**config.mk**
```make
export PLATFORM = sky130hd
export DESIGN_NAME = mem_bus_arbiter
export DESIGN_NICKNAME = d
export VERILOG_FILES = /design/src/rtl/mem_bus_arbiter.sv
export SDC_FILE = /design/constraint.sdc
export NUM_CORES = 1
export LEC_CHECK = 0
export CORE_ASPECT_RATIO = 1.1
export CORE_UTILIZATION = 38
export CTS_CLUSTER_DIAMETER = 50
export DETAILED_ROUTE_END_ITERATION = 10
export PLACE_DENSITY = 0.84
export SYNTH_ARGS = -nofsm -noshare
export SYNTH_HDL_FRONTEND = slang
export SYNTH_SLANG_ARGS = --single-unit
```
**constraint.sdc**
```tcl
create_clock -name clk -period 1.9 [get_ports clk]
set_clock_uncertainty 0.05 [all_clocks]
set_input_delay 0.285 -clock clk [delete_from_list [all_inputs] [get_ports clk]]
set_output_delay 0.285 -clock clk [all_outputs]
set_load 0.05 [all_outputs]
```
**src/rtl/mem_bus_arbiter.sv**
```systemverilog
// Arbitrates one single-port memory bus between instruction fetch and load/store,
// holding returned data and raising per-port stall requests until the data is ready.
module mem_bus_arbiter #(
    parameter int unsigned TIMEOUT = 16
) (
    input  logic        clk,
    input  logic        Rst_n,
    input  logic [5:0]  stall_i,
    input  logic        flush_i,
    input  logic        if_ce_i,
    input  logic [31:0] if_addr_i,
    output logic [31:0] if_rdata_o,
    output logic        if_stallreq_o,
    input  logic        mem_ce_i,
    input  logic        mem_we_i,
    input  logic [3:0]  mem_sel_i,
    input  logic [31:0] mem_addr_i,
    input  logic [31:0] mem_wdata_i,
    output logic [31:0] mem_rdata_o,
    output logic        mem_stallreq_o,
    output logic        bus_cyc_o,
    output logic        bus_stb_o,
    output logic        bus_we_o,
    output logic [3:0]  bus_sel_o,
    output logic [31:0] bus_addr_o,
    output logic [31:0] bus_data_o,
    input  logic [31:0] bus_data_i,
    input  logic        bus_ack_i,
    output logic        bus_err_o
);

    localparam int unsigned   CW       = (TIMEOUT > 2) ? $clog2(TIMEOUT) : 1;
    localparam logic [CW-1:0] CNT_LAST = CW'(TIMEOUT - 1);
    localparam logic          OWN_IF   = 1'b0;
    localparam logic          OWN_MEM  = 1'b1;

    typedef enum logic [1:0] {
        ST_IDLE = 2'd0,
        ST_BUSY = 2'd1,
        ST_DONE = 2'd2
    } state_t;

    state_t         state_q, state_d;
    logic           owner_q, owner_d;
    logic           discard_q, discard_d;
    logic [CW-1:0]  cnt_q, cnt_d;
    logic [31:0]    rd_buf_q, rd_buf_d;
    logic           cyc_q, cyc_d;
    logic           stb_q, stb_d;
    logic           we_q, we_d;
    logic [3:0]     sel_q, sel_d;
    logic [31:0]    addr_q, addr_d;
    logic [31:0]    wdata_q, wdata_d;
    logic           err_q, err_d;
    logic           drop_s;

    always_comb begin
        state_d   = state_q;
        owner_d   = owner_q;
        discard_d = discard_q;
        cnt_d     = cnt_q;
        rd_buf_d  = rd_buf_q;
        cyc_d     = cyc_q;
        stb_d     = stb_q;
        we_d      = we_q;
        sel_d     = sel_q;
        addr_d    = addr_q;
        wdata_d   = wdata_q;
        err_d     = 1'b0;
        // A flush arriving on the ack/abort cycle itself also discards the result.
        drop_s    = discard_q | flush_i;
        case (state_q)
            ST_IDLE: begin
                if (mem_ce_i) begin
                    owner_d = OWN_MEM;
                    cyc_d   = 1'b1;
                    stb_d   = 1'b1;
                    we_d    = mem_we_i;
                    sel_d   = mem_sel_i;
                    addr_d  = mem_addr_i;
                    wdata_d = mem_wdata_i;
                    cnt_d   = {CW{1'b0}};
                    state_d = ST_BUSY;
                end else if (if_ce_i) begin
                    owner_d = OWN_IF;
                    cyc_d   = 1'b1;
                    stb_d   = 1'b1;
                    we_d    = 1'b0;
                    sel_d   = 4'hF;
                    addr_d  = if_addr_i;
                    cnt_d   = {CW{1'b0}};
                    state_d = ST_BUSY;
                end else begin
                    state_d = ST_IDLE;
                end
            end
            ST_BUSY: begin
                discard_d = drop_s;
                if (bus_ack_i) begin
                    cyc_d     = 1'b0;
                    stb_d     = 1'b0;
                    we_d      = 1'b0;
                    rd_buf_d  = we_q ? 32'h0000_0000 : bus_data_i;
                    cnt_d     = {CW{1'b0}};
                    discard_d = 1'b0;
                    state_d   = drop_s ? ST_IDLE : ST_DONE;
                end else if (cnt_q == CNT_LAST) begin
                    cyc_d     = 1'b0;
                    stb_d     = 1'b0;
                    rd_buf_d  = 32'h0000_0000;
                    err_d     = 1'b1;
                    cnt_d     = {CW{1'b0}};
                    discard_d = 1'b0;
                    state_d   = drop_s ? ST_IDLE : ST_DONE;
                end else begin
                    cnt_d = cnt_q + CW'(1);
                end
            end
            ST_DONE: begin
                if ((stall_i == 6'b00_0000) || flush_i) begin
                    state_d = ST_IDLE;
                end else begin
                    state_d = ST_DONE;
                end
            end
            default: begin
                state_d = ST_IDLE;
            end
        endcase
    end

    always_ff @(posedge clk) begin
        if (!Rst_n) begin
            state_q   <= ST_IDLE;
            owner_q   <= OWN_IF;
            discard_q <= 1'b0;
            cnt_q     <= {CW{1'b0}};
            rd_buf_q  <= 32'h0000_0000;
            cyc_q     <= 1'b0;
            stb_q     <= 1'b0;
            we_q      <= 1'b0;
            sel_q     <= 4'h0;
            addr_q    <= 32'h0000_0000;
            wdata_q   <= 32'h0000_0000;
            err_q     <= 1'b0;
        end else begin
            state_q   <= state_d;
            owner_q   <= owner_d;
            discard_q <= discard_d;
            cnt_q     <= cnt_d;
            rd_buf_q  <= rd_buf_d;
            cyc_q     <= cyc_d;
            stb_q     <= stb_d;
            we_q      <= we_d;
            sel_q     <= sel_d;
            addr_q    <= addr_d;
            wdata_q   <= wdata_d;
            err_q     <= err_d;
        end
    end

    assign bus_cyc_o  = cyc_q;
    assign bus_stb_o  = stb_q;
    assign bus_we_o   = we_q;
    assign bus_sel_o  = sel_q;
    assign bus_addr_o = addr_q;
    assign bus_data_o = wdata_q;
    assign bus_err_o  = err_q;

    assign if_rdata_o  = (owner_q == OWN_IF)  ? rd_buf_q : 32'h0000_0000;
    assign mem_rdata_o = (owner_q == OWN_MEM) ? rd_buf_q : 32'h0000_0000;

    assign if_stallreq_o  = if_ce_i  & ~((state_q == ST_DONE) & (owner_q == OWN_IF));
    assign mem_stallreq_o = mem_ce_i & ~((state_q == ST_DONE) & (owner_q == OWN_MEM));

endmodule

```
==> flow_metrics.tcl <==
set metrics [dict create \
    status "finished clean" \
    wl_per_cell_um 16.0 \
    yosys-top-cells-count "dfxtp_1, nand2_1, a21oi_1" \
    synth_fa_ha_area_share_pct 0.257 \
    ir_worst_vdd_v 0.000441 \
    via_count 4859 \
    area_growth_syn_to_layout_pct 72.4 \
    setup_slack_ps 49.6 \
    synth_top_area_cell "dfxtp_1" \
    p_clk_share_pct 28.6 \
    tns_ps 0 \
    timing.fmax_ghz 0.540 \
    dr.pass1.iters 6 \
    ys_seq_area_share_pct 45.6 \
    setup-violations-final 0 \
    ys_async_sr_fraction_pct 0 \
    max_stage_delay_ps 810 \
    die_h_um 121 \
    cp_slowest_cell "clkdlybuf4s50_1" \
    clock_tree.root_cell "clkbuf_16" \
    start_kind "flop" \
    ant_nets 0 \
    grt_use_total_pct 22.9 \
    combPwrFrac_pct 31.6 \
    ys.flop_type "dfxtp_1" \
    initial_core_util_pct 38.8 \
    power_frac_seq_pct 39.9 \
    fp.coreArea_um2 12500 \
    cts_made_buffers 9 \
    die-area_um2 13300 \
    path_max_fanout 2 \
    ioPinCount 283 \
    muxShareOfSynthArea_pct 8.43 \
    synth_top_area_share_pct 45.6 \
    grt_pass1_vias 4938 \
    max-cap-violations 0 \
    top_layer "met4" \
    die_w_um 110 \
    critPathCaptureType "primary output" \
    cts_hold_buf 0 \
    worst-slew-pin-transition_ps 847 \
    synth_fp_nets 669 \
    grt_start_max_net_pins 68 \
    netlist_instances 523 \
    cts_max_level 3 \
    hold_viol_final 0 \
    post_cts_buffers 0 \
    hpwl_um 11900 \
    clk_pin_slew_ps 70 \
    crit_type "reg -> out" \
    grt_pass1_wl_um 23600 \
    diodes 0 \
    synth_area_um2 4870 \
    p_per_area_nw_per_um2 789 \
    ys_top_cells_by_area "dfxtp_1, mux2i_1, a21oi_1" \
    worst_ep_arrival_time_ps 1520 \
    maxSlewHeadroom_pct 43.4 \
    syn_area_per_cell_um2 9.31 \
    hold_path_class "reg -> reg" \
    gp_congestion 0.756 \
    rsz0062_at_grt "yes" \
    dpl_worst_slack_ps -58.4 \
    crit_chain "clkdlybuf4s50_1" \
    overflow 0 \
    synth_top_family_by_area "compound AO/OA/AOI/OAI gates" \
    synthXorXnorAreaFrac_pct 0 \
    p_int_mw 4.48 \
    rows 43 \
    wl_met3_um 1090 \
    yosys_warnings 0 \
    p_leak_nw 3.47 \
    slew_violations 0 \
    drcViolationCount 0 \
    period_share_pct 97.4 \
    synth-simple-area-share_pct 19.0 \
    drive_gt1_share_pct 15.1 \
    layout.nets 937 \
    clock_latency_ps 340 \
    synth.distinct_cells 43 \
    synth-compound-area-share_pct 20.2 \
    crit_required_ps 1560 \
    io_buffers 282 \
    wl_um 15200 \
    cts-resized-gates 0 \
    cts_tree "built" \
    synth_edf_count 0 \
    antenna_found_initial 0 \
    period_minus_slack_ps 1850 \
    clock_path_buffers 2 \
    yosysMostFrequentCell "dfxtp_1" \
    cts_sinks 111 \
    wl_met2_um 8030 \
    initialDrtViolationCount 219 \
    crit_family "buffers and inverters" \
    path_buf_inv 1 \
    swShare_pct 32.4 \
    ys_seq_elements 111 \
    wl_met1_um 5570 \
    viasPerCell 5.10 \
    power_switching_mw 2.15 \
]
## power by group through the flow
stage | Combinational, mW | Sequential (mW) | Clock, mW
finish | 2.09 | 2.64 | 1.89
detailed placement | 2.10 | 2.69 | 0
floorplan | 0.743 | 3.18 | 0
CTS | 2.10 | 2.64 | 1.94
global route | 2.21 | 2.66 | 2.04
global placement | 2.05 | 2.68 | 0
## layer usage
metal	GRT usage [%]	vias to the layer above
met3	4.80	40
li1	-	2369
met2	42.7	223
met5	0	-
met4	11.6	0
met1	23.7	2227
## state kept, by name, summed over array words and instances (netlist names)
signal      count
bus_data_o     32
bus_we_o        1
bus_err_o       1
bus_addr_o     32
discard_q       1
bus_stb_o       1
rd_buf_q       32
state_q         2
bus_sel_o       4
owner_q         1
cnt_q           4
## layout make-up
cell class                      instances  area (µm²)
Fill cell                            1002        4140
Timing Repair Buffer                  305        3330
Multi-Input combinational cell        360        2330
Sequential cell                       111        2220
Clock buffer                           12         256
Tap cell                              157         196
Clock inverter                          3        42.5
Inverter                                4        15.0
## cell usage in the layout, fill, tap and decap left out, types with 3 or more instances in the layout
cell type and count:
nand2_1 85, clkbuf_16 9, and2_1 34, nor2b_1 37, a221oi_1 3, buf_12 40, dfxtp_1 110, inv_1 3
clkdlybuf4s50_1 209, a211oi_1 33, dlymetal6s2s_1 4, o221a_2 4, o211ai_1 3, mux2i_1 41, buf_4 51, a21oi_1 66
a22o_1 24
## per-stage QoR
| step | utilization [%] | area, µm² | cells | total power [mW] | hold slack (ps) |
|---|---|---|---|---|---|
| 3_3_place_gp | 64.5 | 8090 | 937 | 4.73 | 391 |
| 4_1_cts | 66.9 | 8390 | 952 | 6.68 | 409 |
| 2_1_floorplan | - | 4870 | 523 | 3.92 | 342 |
| 5_1_grt | 67.0 | 8400 | 952 | 6.91 | 422 |
| 3_5_place_dp | 64.5 | 8090 | 937 | 4.79 | 399 |
| 6_report | 67.0 | 8400 | 952 | 6.63 | 406 |
## worst paths after layout
path / startpoint / slack, ps / end / depth (start not counted)
setup reg to reg: state_q[1]$_SDFFE_PN0P_ / 90 / bus_sel_o[0]$_SDFFE_PN0N_ / 3
setup / recovery: bus_addr_o[0]$_SDFFE_PN0N_ / 50 / bus_addr_o[0] / 1
hold reg to reg: bus_data_o[0]$_SDFFE_PN0P_ / 410 / bus_data_o[0]$_SDFFE_PN0P_ / 2
hold / removal: bus_data_o[0]$_SDFFE_PN0P_ / 410 / bus_data_o[0]$_SDFFE_PN0P_ / 2
## cell families (layout without fill, tap and decap cells)
group / Yosys count / after routing
adder cells (fa/ha/maj): 1 / 1
flip-flops: 111 / 111
multiplexers: 41 / 41
buffers and inverters: 52 / 324
AND/OR/NAND/NOR: 173 / 173
AO/OA/AOI/OAI: 145 / 145
Power figures use the tool's default switching activity.
